===== src/rtl/cache_req_ctrl_if.sv =====
// Request/response handshake bundle between a cache client and cache_req_ctrl.
// The master modport is the client; the slave modport is the controller.
interface cache_req_ctrl_if #(
  parameter int unsigned ADDR_WIDTH = 8
);
  logic                  ReqValid_SI;
  logic                  ReqReady_SO;
  logic                  ReqWrite_SI;
  logic [7:0]            ReqBEn_SI;
  logic [63:0]           ReqWData_DI;
  logic [ADDR_WIDTH-1:0] ReqAddr_DI;
  logic                  RspValid_SO;
  logic                  RspReady_SI;
  logic [63:0]           RspRData_DO;
  logic                  RspMismatch_SO;

  modport master (
    output ReqValid_SI, ReqWrite_SI, ReqBEn_SI, ReqWData_DI, ReqAddr_DI, RspReady_SI,
    input  ReqReady_SO, RspValid_SO, RspRData_DO, RspMismatch_SO
  );

  modport slave (
    input  ReqValid_SI, ReqWrite_SI, ReqBEn_SI, ReqWData_DI, ReqAddr_DI, RspReady_SI,
    output ReqReady_SO, RspValid_SO, RspRData_DO, RspMismatch_SO
  );
endinterface


===== src/rtl/cache_req_ctrl.sv =====
// Single-outstanding initiator for a duplicated cache SRAM pair; compares both copies on
// every read and keeps a sticky first-mismatch record.
module cache_req_ctrl #(
  parameter int unsigned ADDR_WIDTH = 8,
  parameter int unsigned OUT_REGS   = 0
) (
  input  logic                  Clk_CI,
  input  logic                  Rst_RBI,
  cache_req_ctrl_if.slave       bus,
  output logic                  CSel_SO,
  output logic                  WrEn_SO,
  output logic [7:0]            BEn_SO,
  output logic [63:0]           WrData_DO,
  output logic [ADDR_WIDTH-1:0] Addr_DO,
  input  logic [63:0]           RdData_DI_1,
  input  logic [63:0]           RdData_DI_2,
  output logic                  ErrSticky_SO,
  output logic [ADDR_WIDTH-1:0] ErrAddr_DO,
  input  logic                  ErrClr_SI
);

  typedef enum logic [1:0] {StIdle, StIssue, StWait, StResp} state_e;

  state_e                state_q, state_d;
  logic                  cnt_q, cnt_d;
  logic                  wr_q, wr_d;
  logic [7:0]            ben_q, ben_d;
  logic [63:0]           wdata_q, wdata_d;
  logic [ADDR_WIDTH-1:0] addr_q, addr_d;
  logic [63:0]           rdata_q, rdata_d;
  logic                  mism_q, mism_d;
  logic                  err_q, err_d;
  logic [ADDR_WIDTH-1:0] err_addr_q, err_addr_d;

  logic capture;
  logic copies_differ;

  assign copies_differ = (RdData_DI_1 != RdData_DI_2);

  always_ff @(posedge Clk_CI or negedge Rst_RBI) begin
    if (!Rst_RBI) begin
      state_q    <= StIdle;
      cnt_q      <= 1'b0;
      wr_q       <= 1'b0;
      ben_q      <= '0;
      wdata_q    <= '0;
      addr_q     <= '0;
      rdata_q    <= '0;
      mism_q     <= 1'b0;
      err_q      <= 1'b0;
      err_addr_q <= '0;
    end else begin
      state_q    <= state_d;
      cnt_q      <= cnt_d;
      wr_q       <= wr_d;
      ben_q      <= ben_d;
      wdata_q    <= wdata_d;
      addr_q     <= addr_d;
      rdata_q    <= rdata_d;
      mism_q     <= mism_d;
      err_q      <= err_d;
      err_addr_q <= err_addr_d;
    end
  end

  always_comb begin
    state_d    = state_q;
    cnt_d      = cnt_q;
    wr_d       = wr_q;
    ben_d      = ben_q;
    wdata_d    = wdata_q;
    addr_d     = addr_q;
    rdata_d    = rdata_q;
    mism_d     = mism_q;
    err_d      = err_q;
    err_addr_d = err_addr_q;
    capture    = 1'b0;

    unique case (state_q)
      StIdle: begin
        if (bus.ReqValid_SI) begin
          wr_d    = bus.ReqWrite_SI;
          ben_d   = bus.ReqBEn_SI;
          wdata_d = bus.ReqWData_DI;
          addr_d  = bus.ReqAddr_DI;
          state_d = StIssue;
        end
      end
      StIssue: begin
        if (wr_q) begin
          rdata_d = '0;
          mism_d  = 1'b0;
          state_d = StResp;
        end else begin
          cnt_d   = 1'(OUT_REGS);
          state_d = StWait;
        end
      end
      StWait: begin
        if (cnt_q != 1'b0) begin
          cnt_d = cnt_q - 1'b1;
        end else begin
          capture = 1'b1;
          rdata_d = RdData_DI_1;
          mism_d  = copies_differ;
          state_d = StResp;
        end
      end
      StResp: begin
        if (bus.RspReady_SI) begin
          state_d = StIdle;
        end
      end
      default: state_d = StIdle;
    endcase

    // A mismatch capture beats a simultaneous clear and records the new address.
    if (capture && copies_differ && (!err_q || ErrClr_SI)) begin
      err_d      = 1'b1;
      err_addr_d = addr_q;
    end else if (ErrClr_SI) begin
      err_d      = 1'b0;
      err_addr_d = '0;
    end
  end

  // SRAM pins are driven only during the single access cycle.
  always_comb begin
    CSel_SO            = 1'b0;
    WrEn_SO            = 1'b0;
    BEn_SO             = '0;
    WrData_DO          = '0;
    Addr_DO            = '0;
    bus.ReqReady_SO    = (state_q == StIdle);
    bus.RspValid_SO    = 1'b0;
    bus.RspRData_DO    = '0;
    bus.RspMismatch_SO = 1'b0;
    if (state_q == StIssue) begin
      CSel_SO = 1'b1;
      WrEn_SO = wr_q;
      Addr_DO = addr_q;
      if (wr_q) begin
        BEn_SO    = ben_q;
        WrData_DO = wdata_q;
      end
    end
    if (state_q == StResp) begin
      bus.RspValid_SO    = 1'b1;
      bus.RspRData_DO    = rdata_q;
      bus.RspMismatch_SO = mism_q;
    end
  end

  assign ErrSticky_SO = err_q;
  assign ErrAddr_DO   = err_addr_q;

endmodule


===== src/flat_wrapper.sv =====
// flat-port wrapper written by rule: the top's interface ports become plain ports
module cache_req_ctrl_flat 
#(
  parameter int unsigned ADDR_WIDTH = 8,
  parameter int unsigned OUT_REGS   = 0
)
  (Clk_CI, Rst_RBI, CSel_SO, WrEn_SO, BEn_SO, WrData_DO, Addr_DO, RdData_DI_1, RdData_DI_2, ErrSticky_SO, ErrAddr_DO, ErrClr_SI, bus_ReqValid_SI, bus_ReqWrite_SI, bus_ReqBEn_SI, bus_ReqWData_DI, bus_ReqAddr_DI, bus_RspReady_SI, bus_ReqReady_SO, bus_RspValid_SO, bus_RspRData_DO, bus_RspMismatch_SO);
  cache_req_ctrl_if #(.ADDR_WIDTH(ADDR_WIDTH)) bus_i ();
  input  logic Clk_CI;
  input  logic Rst_RBI;
  output logic CSel_SO;
  output logic WrEn_SO;
  output logic [7:0] BEn_SO;
  output logic [63:0] WrData_DO;
  output logic [ADDR_WIDTH-1:0] Addr_DO;
  input  logic [63:0] RdData_DI_1;
  input  logic [63:0] RdData_DI_2;
  output logic ErrSticky_SO;
  output logic [ADDR_WIDTH-1:0] ErrAddr_DO;
  input  logic ErrClr_SI;
  input wire logic [$bits(bus_i.ReqValid_SI)-1:0] bus_ReqValid_SI;
  input wire logic [$bits(bus_i.ReqWrite_SI)-1:0] bus_ReqWrite_SI;
  input wire logic [$bits(bus_i.ReqBEn_SI)-1:0] bus_ReqBEn_SI;
  input wire logic [$bits(bus_i.ReqWData_DI)-1:0] bus_ReqWData_DI;
  input wire logic [$bits(bus_i.ReqAddr_DI)-1:0] bus_ReqAddr_DI;
  input wire logic [$bits(bus_i.RspReady_SI)-1:0] bus_RspReady_SI;
  output wire logic [$bits(bus_i.ReqReady_SO)-1:0] bus_ReqReady_SO;
  output wire logic [$bits(bus_i.RspValid_SO)-1:0] bus_RspValid_SO;
  output wire logic [$bits(bus_i.RspRData_DO)-1:0] bus_RspRData_DO;
  output wire logic [$bits(bus_i.RspMismatch_SO)-1:0] bus_RspMismatch_SO;
  assign bus_i.ReqValid_SI = bus_ReqValid_SI;
  assign bus_i.ReqWrite_SI = bus_ReqWrite_SI;
  assign bus_i.ReqBEn_SI = bus_ReqBEn_SI;
  assign bus_i.ReqWData_DI = bus_ReqWData_DI;
  assign bus_i.ReqAddr_DI = bus_ReqAddr_DI;
  assign bus_i.RspReady_SI = bus_RspReady_SI;
  assign bus_ReqReady_SO = bus_i.ReqReady_SO;
  assign bus_RspValid_SO = bus_i.RspValid_SO;
  assign bus_RspRData_DO = bus_i.RspRData_DO;
  assign bus_RspMismatch_SO = bus_i.RspMismatch_SO;
  cache_req_ctrl #(.ADDR_WIDTH(ADDR_WIDTH), .OUT_REGS(OUT_REGS)) u_core (.Clk_CI(Clk_CI), .Rst_RBI(Rst_RBI), .bus(bus_i), .CSel_SO(CSel_SO), .WrEn_SO(WrEn_SO), .BEn_SO(BEn_SO), .WrData_DO(WrData_DO), .Addr_DO(Addr_DO), .RdData_DI_1(RdData_DI_1), .RdData_DI_2(RdData_DI_2), .ErrSticky_SO(ErrSticky_SO), .ErrAddr_DO(ErrAddr_DO), .ErrClr_SI(ErrClr_SI));
endmodule

===== config.mk =====
export PLATFORM = sky130hd
export DESIGN_NAME = cache_req_ctrl_flat
export DESIGN_NICKNAME = d
export VERILOG_FILES = /design/src/rtl/cache_req_ctrl_if.sv /design/src/rtl/cache_req_ctrl.sv /design/src/flat_wrapper.sv
export SDC_FILE = /design/constraint.sdc
export NUM_CORES = 1
export LEC_CHECK = 0
export ABC_CLOCK_PERIOD_IN_PS = 2400
export BUFFER_PORTS_ARGS = -buffer_cell sky130_fd_sc_hd__clkbuf_2
export CORE_AREA = 2 2 145 147
export DETAILED_ROUTE_END_ITERATION = 8
export DIE_AREA = 0 0 147 149
export GPL_ROUTABILITY_DRIVEN = 0
export PLACE_DENSITY = 0.73
export SYNTH_ARGS = -nofsm -noshare
export SYNTH_HDL_FRONTEND = slang
export SYNTH_SLANG_ARGS = --single-unit

===== constraint.sdc =====
create_clock -name Clk_CI -period 2.4 [get_ports Clk_CI]
set_input_delay 0.12 -clock Clk_CI [delete_from_list [all_inputs] [get_ports Clk_CI]]
set_output_delay 0.12 -clock Clk_CI [all_outputs]
set_load 0.01 [all_outputs]

After elaboration in Yosys (flattened, before gate mapping)
Index checks and enable logic that the tools add are counted. W data, S select, Z words.

Word-level logic and storage cells: 61. Bits of input ports: 214. Register bits after elaboration: 158. Output and inout port bits: 158.

Reduce and logical (&&, ||, !) cells: 11. Add/subtract/negate cells: 1. Mux-type cells: 30. Equality and inequality tests: 9.

Operators by type and width (number): $mux W64 (5); $pmux W64 S2 (1); $ne A64 B64 Y1 (1); $mux W8 (5); $mux W1 (13); $ne A2 B2 Y1 const B (4); $pmux W2 S4 (1); $mux W2 (3); $reduce_and A3 Y1 (2); $eq A2 B2 Y1 const B (2); $pmux W1 S2 (2); $reduce_and A2 Y1 (2); $reduce_bool A2 Y1 (2); $eq A2 B1 Y1 const B (1); $logic_and A1 B1 Y1 (2); $logic_not A2 Y1 (1); $ne A2 B1 Y1 const B (1); $logic_not A1 Y1 (1); $logic_or A1 B1 Y1 (1); $sub A1 B1 Y1 const B (1).

Logic depth before layout (Yosys ltp)
Depth in word-level cells: 5. Gate-level depth with buffers: 9. Gate-level depth less buffers: 6.

Worst setup path after synthesis
No wires, ideal clock.

Path kind: flip-flop to flip-flop. Start: register u_core.state_q[1]. End: register u_core.rdata_q[0]. Cell stages (with the launch flop): 9. Slack: 0.566 ns. Required time: 2.277 ns. Arrival: 1.710 ns. Library setup time: 0.123 ns. Path buffers: 3. Clock period less this slack: 1.834 ns. Path through: dfrtp_1 > inv_1 > ha_1 > clkbuf_1 > and2_1 > a21oi_1 > buf_2 > buf_2 > o21ai_1.

Cells in the longest elaborated chain, start to end: 3. Elaborated cells between the ends (all ways): 7. Those cells by class: eq/ne: 4; mux: 1; reduce/logical: 2.

Ends and longest elaborated chain: start, declared (RTL line cache_req_ctrl.sv:24) `state_e state_q, state_d;`; start signal, assigned (RTL line cache_req_ctrl.sv:42) `state_q <= StIdle;`; start signal, assigned (RTL line cache_req_ctrl.sv:53) `state_q <= state_d;`; $eq A2 B1 Y1 or $eq A2 B2 Y1 (tied branches) (RTL line cache_req_ctrl.sv:79) `unique case (state_q)`; $ne A2 B1 Y1 (no line) (tied with other cells); $reduce_and A3 Y1 (no line); end signal, assigned (RTL line cache_req_ctrl.sv:59) `rdata_q <= rdata_d;`; end, declared (RTL line cache_req_ctrl.sv:30) `logic [63:0] rdata_q, rdata_d;`.

Parallel ways exist; a longest one is shown, timed or not. A chain may end at the register's enable or synchronous reset.

Final worst setup path
Start: input port RdData_DI_1[32]. End: register u_core.err_addr_q[7], in the netlist u_core.ErrAddr_DO[7].

Cells in the longest elaborated chain, start to end: 4. Elaborated cells between the ends (all ways): 5. Those cells by class: eq/ne: 1; mux: 1; reduce/logical: 3.

Ends and longest elaborated chain: start, declared (RTL line flat_wrapper.sv:16) `input logic [63:0] RdData_DI_1;`; $ne A64 B64 Y1 (*) (RTL line cache_req_ctrl.sv:38) `assign copies_differ = (RdData_DI_1 != RdData_DI_2);`; $logic_and A1 B1 Y1 (*) (2 in a row) (RTL line cache_req_ctrl.sv:118) `if (capture && copies_differ && (!err_q || ErrClr_SI)) begin`; $mux W8 or $reduce_bool A2 Y1 (tied branches); end signal, assigned (RTL line cache_req_ctrl.sv:62) `err_addr_q <= err_addr_d;`; end, declared (RTL line cache_req_ctrl.sv:33) `logic [ADDR_WIDTH-1:0] err_addr_q, err_addr_d;`.

Mark *: on every way between the ends. The rest lies on a longest branch, timed or not.

==> results by group <==
Routing
  • Initial DRT Pass Iterations: 5
  • DRC viols: 0
  • Routed vias: about 7,500
  • Post-DR vias/cell: about 4.8
  • Routed wire length: 25,900 um
  • Post-route ant nets: 0
  • DR WL/cell: ~17 um
  • Starting DRT DRC Count: 388

Job
  • Max-Cap Viols: 0

Timing
  • Final hold vios: 0
  • RSZ-0062 raised after global routing: no
  • TNS Setup: 0 ns
  • Least-Margin Pin Slew: just over 0.7 ns
  • Slew Viols, Final: 0
  • Max Clk Rate: about 0.44 GHz
  • Final setup fails: 0
  • Worst hold slack: ~0.016 ns
  • Final Cycle Share: a little over nine tenths
  • Clk_skew: approximately 0.01 ns
  • Min Tclk post-route: around 2.3 ns
  • Worst slew margin: ~53%

Placed design
  • IO Port Bufs: about 370
  • DPL Wire Length: ~18,000 um

Global route
  • Initial antenna violation count: 1
  • Largest net degree at the start of global routing: roughly 80
  • Number of global-route vias before repair: ~7,700
  • First-pass GRT wire length: 40,200 um
  • Grt total ovfl: 0
  • GRT Total Usage: about a quarter

Layout
  • Layout cell share with drive strength beyond 1: roughly a third
  • Final #Nets: between 1,000 and 1,500
  • Final core utilization: 58.8%
  • Layout area overhead: 55.0%
  • Fill cells: 1,696

Setup path
  • Critical Path RT: approximately 2.7 ns
  • Setup CP Type: primary input to flip-flop
  • CP Max Fanout: 8
  • WP data arrival: roughly 2.6 ns
  • CP Capture Type: flip-flop
  • CP startpoint kind: primary input

Logic synthesis
  • Top FF cell, synth: dfrtp_1
  • Top-area cell type share of the netlist area: about half
  • EDFF count, synth: 0
  • Yosys reg bits: approximately 160
  • Synth unique cells: 24
  • Post-synthesis sequential area ratio: 50.4%
  • Synthesized instance count: 756
  • Syn nets: between 900 and 1,000
  • Most common cell in the netlist: dfrtp_1
  • Synth area leaders: dfrtp_1, mux2_1, xnor2_1, nand2_1, and2_1
  • Synth Cell Area: roughly 7800 um2
  • Top post-synthesis cells by count: dfrtp_1, nand2_1, mux2_1
  • Area leader, netlist: dfrtp_1
  • Yosys warning total: 0
  • Synth async-reset ratio: 100%
  • Mean post-synth cell area: 10.3 um2

Floorplanning
  • Die area: ~22,000 um2
  • CORE AREA: 20,600 um2
  • Row cnt: 53
  • Die Ht: between 100 and 150 um
  • Chip width: roughly 150 um
  • I/O Pins: roughly 370
  • Initial Utilization: between 30% and 40%

Power
  • Pleak: slightly above 6 nW
  • Power per cell area: a little under 1000 nW/um2
  • Total power: approximately 0.012 W
  • VDD IR-drop max: approximately 0.67 mV

CTS
  • Reg clk slew, reported paths: about 0.060 ns
  • TritonCTS clock tree: done
  • CTS H-tree lvls: 4
  • Skew-Pair Late Insertion Delay: 0.42 ns
  • Root Driver: clkbuf_16
  • CTS Sinks: roughly 160
  • Clock Tree Buf Depth: 2
  • Total CTS buffers: 17

Worst hold path
  • Worst hold path class: primary input to flip-flop

Status
  • Run status: completed
-- power breakdown --
group | internal, W | switching, W | total (W) | leakage, nW
clock | 0.00147 | 0.00120 | 0.00267 | 0.285
combinational | 0.00219 | 0.00278 | 0.00497 | 3.85
sequential | 0.00367 | 0.000534 | 0.00421 | 1.98
total | 0.00733 | 0.00451 | 0.0118 | 6.11
-- registers in the layout, indices dropped and copies added (netlist names) --
| signal | flops |
|---|---|
| u_core.rdata_q | 64 |
| u_core.ben_q | 8 |
| u_core.state_q | 2 |
| u_core.wdata_q | 64 |
| u_core.mism_q | 1 |
| u_core.ErrAddr_DO | 8 |
| u_core.ErrSticky_SO | 1 |
| u_core.addr_q | 8 |
| u_core.wr_q | 1 |
-- routing by layer --
metal  part of all wire (%)  vias to the layer above  GRT usage (%)
met3                    6.6                       67           4.86
met1                     41                     3569           29.7
met5                      0                        -              0
li1                       -                     3534              -
met2                     49                      299           38.8
met4                    3.6                        0           10.5
-- cells in the final DEF (no fill, tap or decap) --
| cell | n |
|---|---|
| nor3_1 | 1 |
| clkinv_2 | 2 |
| xnor2_1 | 64 |
| clkinv_4 | 3 |
| mux2_4 | 8 |
| nor2b_1 | 9 |
| bufinv_16 | 1 |
| nor4_1 | 1 |
| and2_1 | 74 |
| buf_6 | 2 |
| dlygate4sd3_1 | 145 |
| clkbuf_16 | 17 |
| ha_2 | 3 |
| o21ai_0 | 1 |
| inv_8 | 3 |
| dfrtp_1 | 157 |
| nor2_1 | 1 |
| nand2_4 | 1 |
| and3_2 | 1 |
| clkbuf_2 | 370 |
| nand2_1 | 132 |
| a21oi_4 | 1 |
| a21oi_1 | 2 |
| ha_1 | 1 |
| nand2b_2 | 1 |
| mux2_1 | 81 |
| diode_2 | 1 |
| clkinvlp_4 | 1 |
| a21o_1 | 1 |
| buf_4 | 14 |
| inv_6 | 5 |
| and3_1 | 72 |
| o21ai_1 | 65 |
| inv_1 | 5 |
| buf_12 | 6 |
| nor4_2 | 3 |
| nand4_1 | 17 |
-- cell families (layout without fill, tap and decap cells) --
logic type,count (synthesis),after routing,synth area share [%]
simple gates,313,313,20.9
compound gates,70,70,4.52
xor+xnor,64,64,7.19
mux,89,89,13.2
fa+ha+maj,4,4,0.642
other cells,0,1,0
buf+inv,59,574,3.11
flops,157,157,50.4
-- layout make-up --
cell class / count / area [um2] / share of cell area [%]
diodes: 1 / 2.50 / 0.0207
clock buffers: 17 / 425 / 3.52
clock inverters: 15 / 151 / 1.25
inverters: 5 / 18.8 / 0.155
multi-input cells: 540 / 3670 / 30.3
flip-flops and latches: 157 / 3930 / 32.5
well taps: 275 / 344 / 2.85
repair buffers: 537 / 3550 / 29.4
-- metrics by stage --
| step | cells | area (um2) | setup WS (ns) |
|---|---|---|---|
| 6_report | 1547 | 12100 | 0.101 |
| 5_1_grt | 1547 | 12100 | 0.0604 |
| 4_1_cts | 1546 | 12100 | 0.00695 |
| 3_5_place_dp | 1369 | 10000 | -0.0808 |
| 3_3_place_gp | 1369 | 10000 | 0.0425 |
| 2_1_floorplan | 756 | 7800 | 0.566 |
-- worst paths after layout --
check,from,slack (ns),cells past startpoint,end
setup / recovery,RdData_DI_1[32],0.10,8,u_core.ErrAddr_DO[7]
hold / removal,RdData_DI_1[37],0.02,3,u_core.rdata_q[37]
setup reg to reg,u_core.state_q[1],0.48,7,u_core.rdata_q[12]
hold reg to reg,u_core.rdata_q[0],0.48,2,u_core.rdata_q[0]
max in group asynchronous,Rst_RBI,1.43,3,u_core.wdata_q[52]
min in group asynchronous,Rst_RBI,0.25,2,u_core.rdata_q[55]
-- timing repair --
item | in CTS | in global routing
resized for setup | 0 | 4
hold buffers | 145 | 0
hold endpoints to repair | 198 | 0
setup buffers | 0 | 0
setup endpoints to repair | 0 | 81
-- worst max-delay path, cell delays in order --
cell           delay [ns]
dlygate4sd3_1        0.54
clkbuf_2             0.14
xnor2_1              0.33
nand4_1              0.16
nor4_2               0.33
nand4_1              0.25
and3_2               0.39
mux2_4               0.32
(Power assumes the default switching activity.)
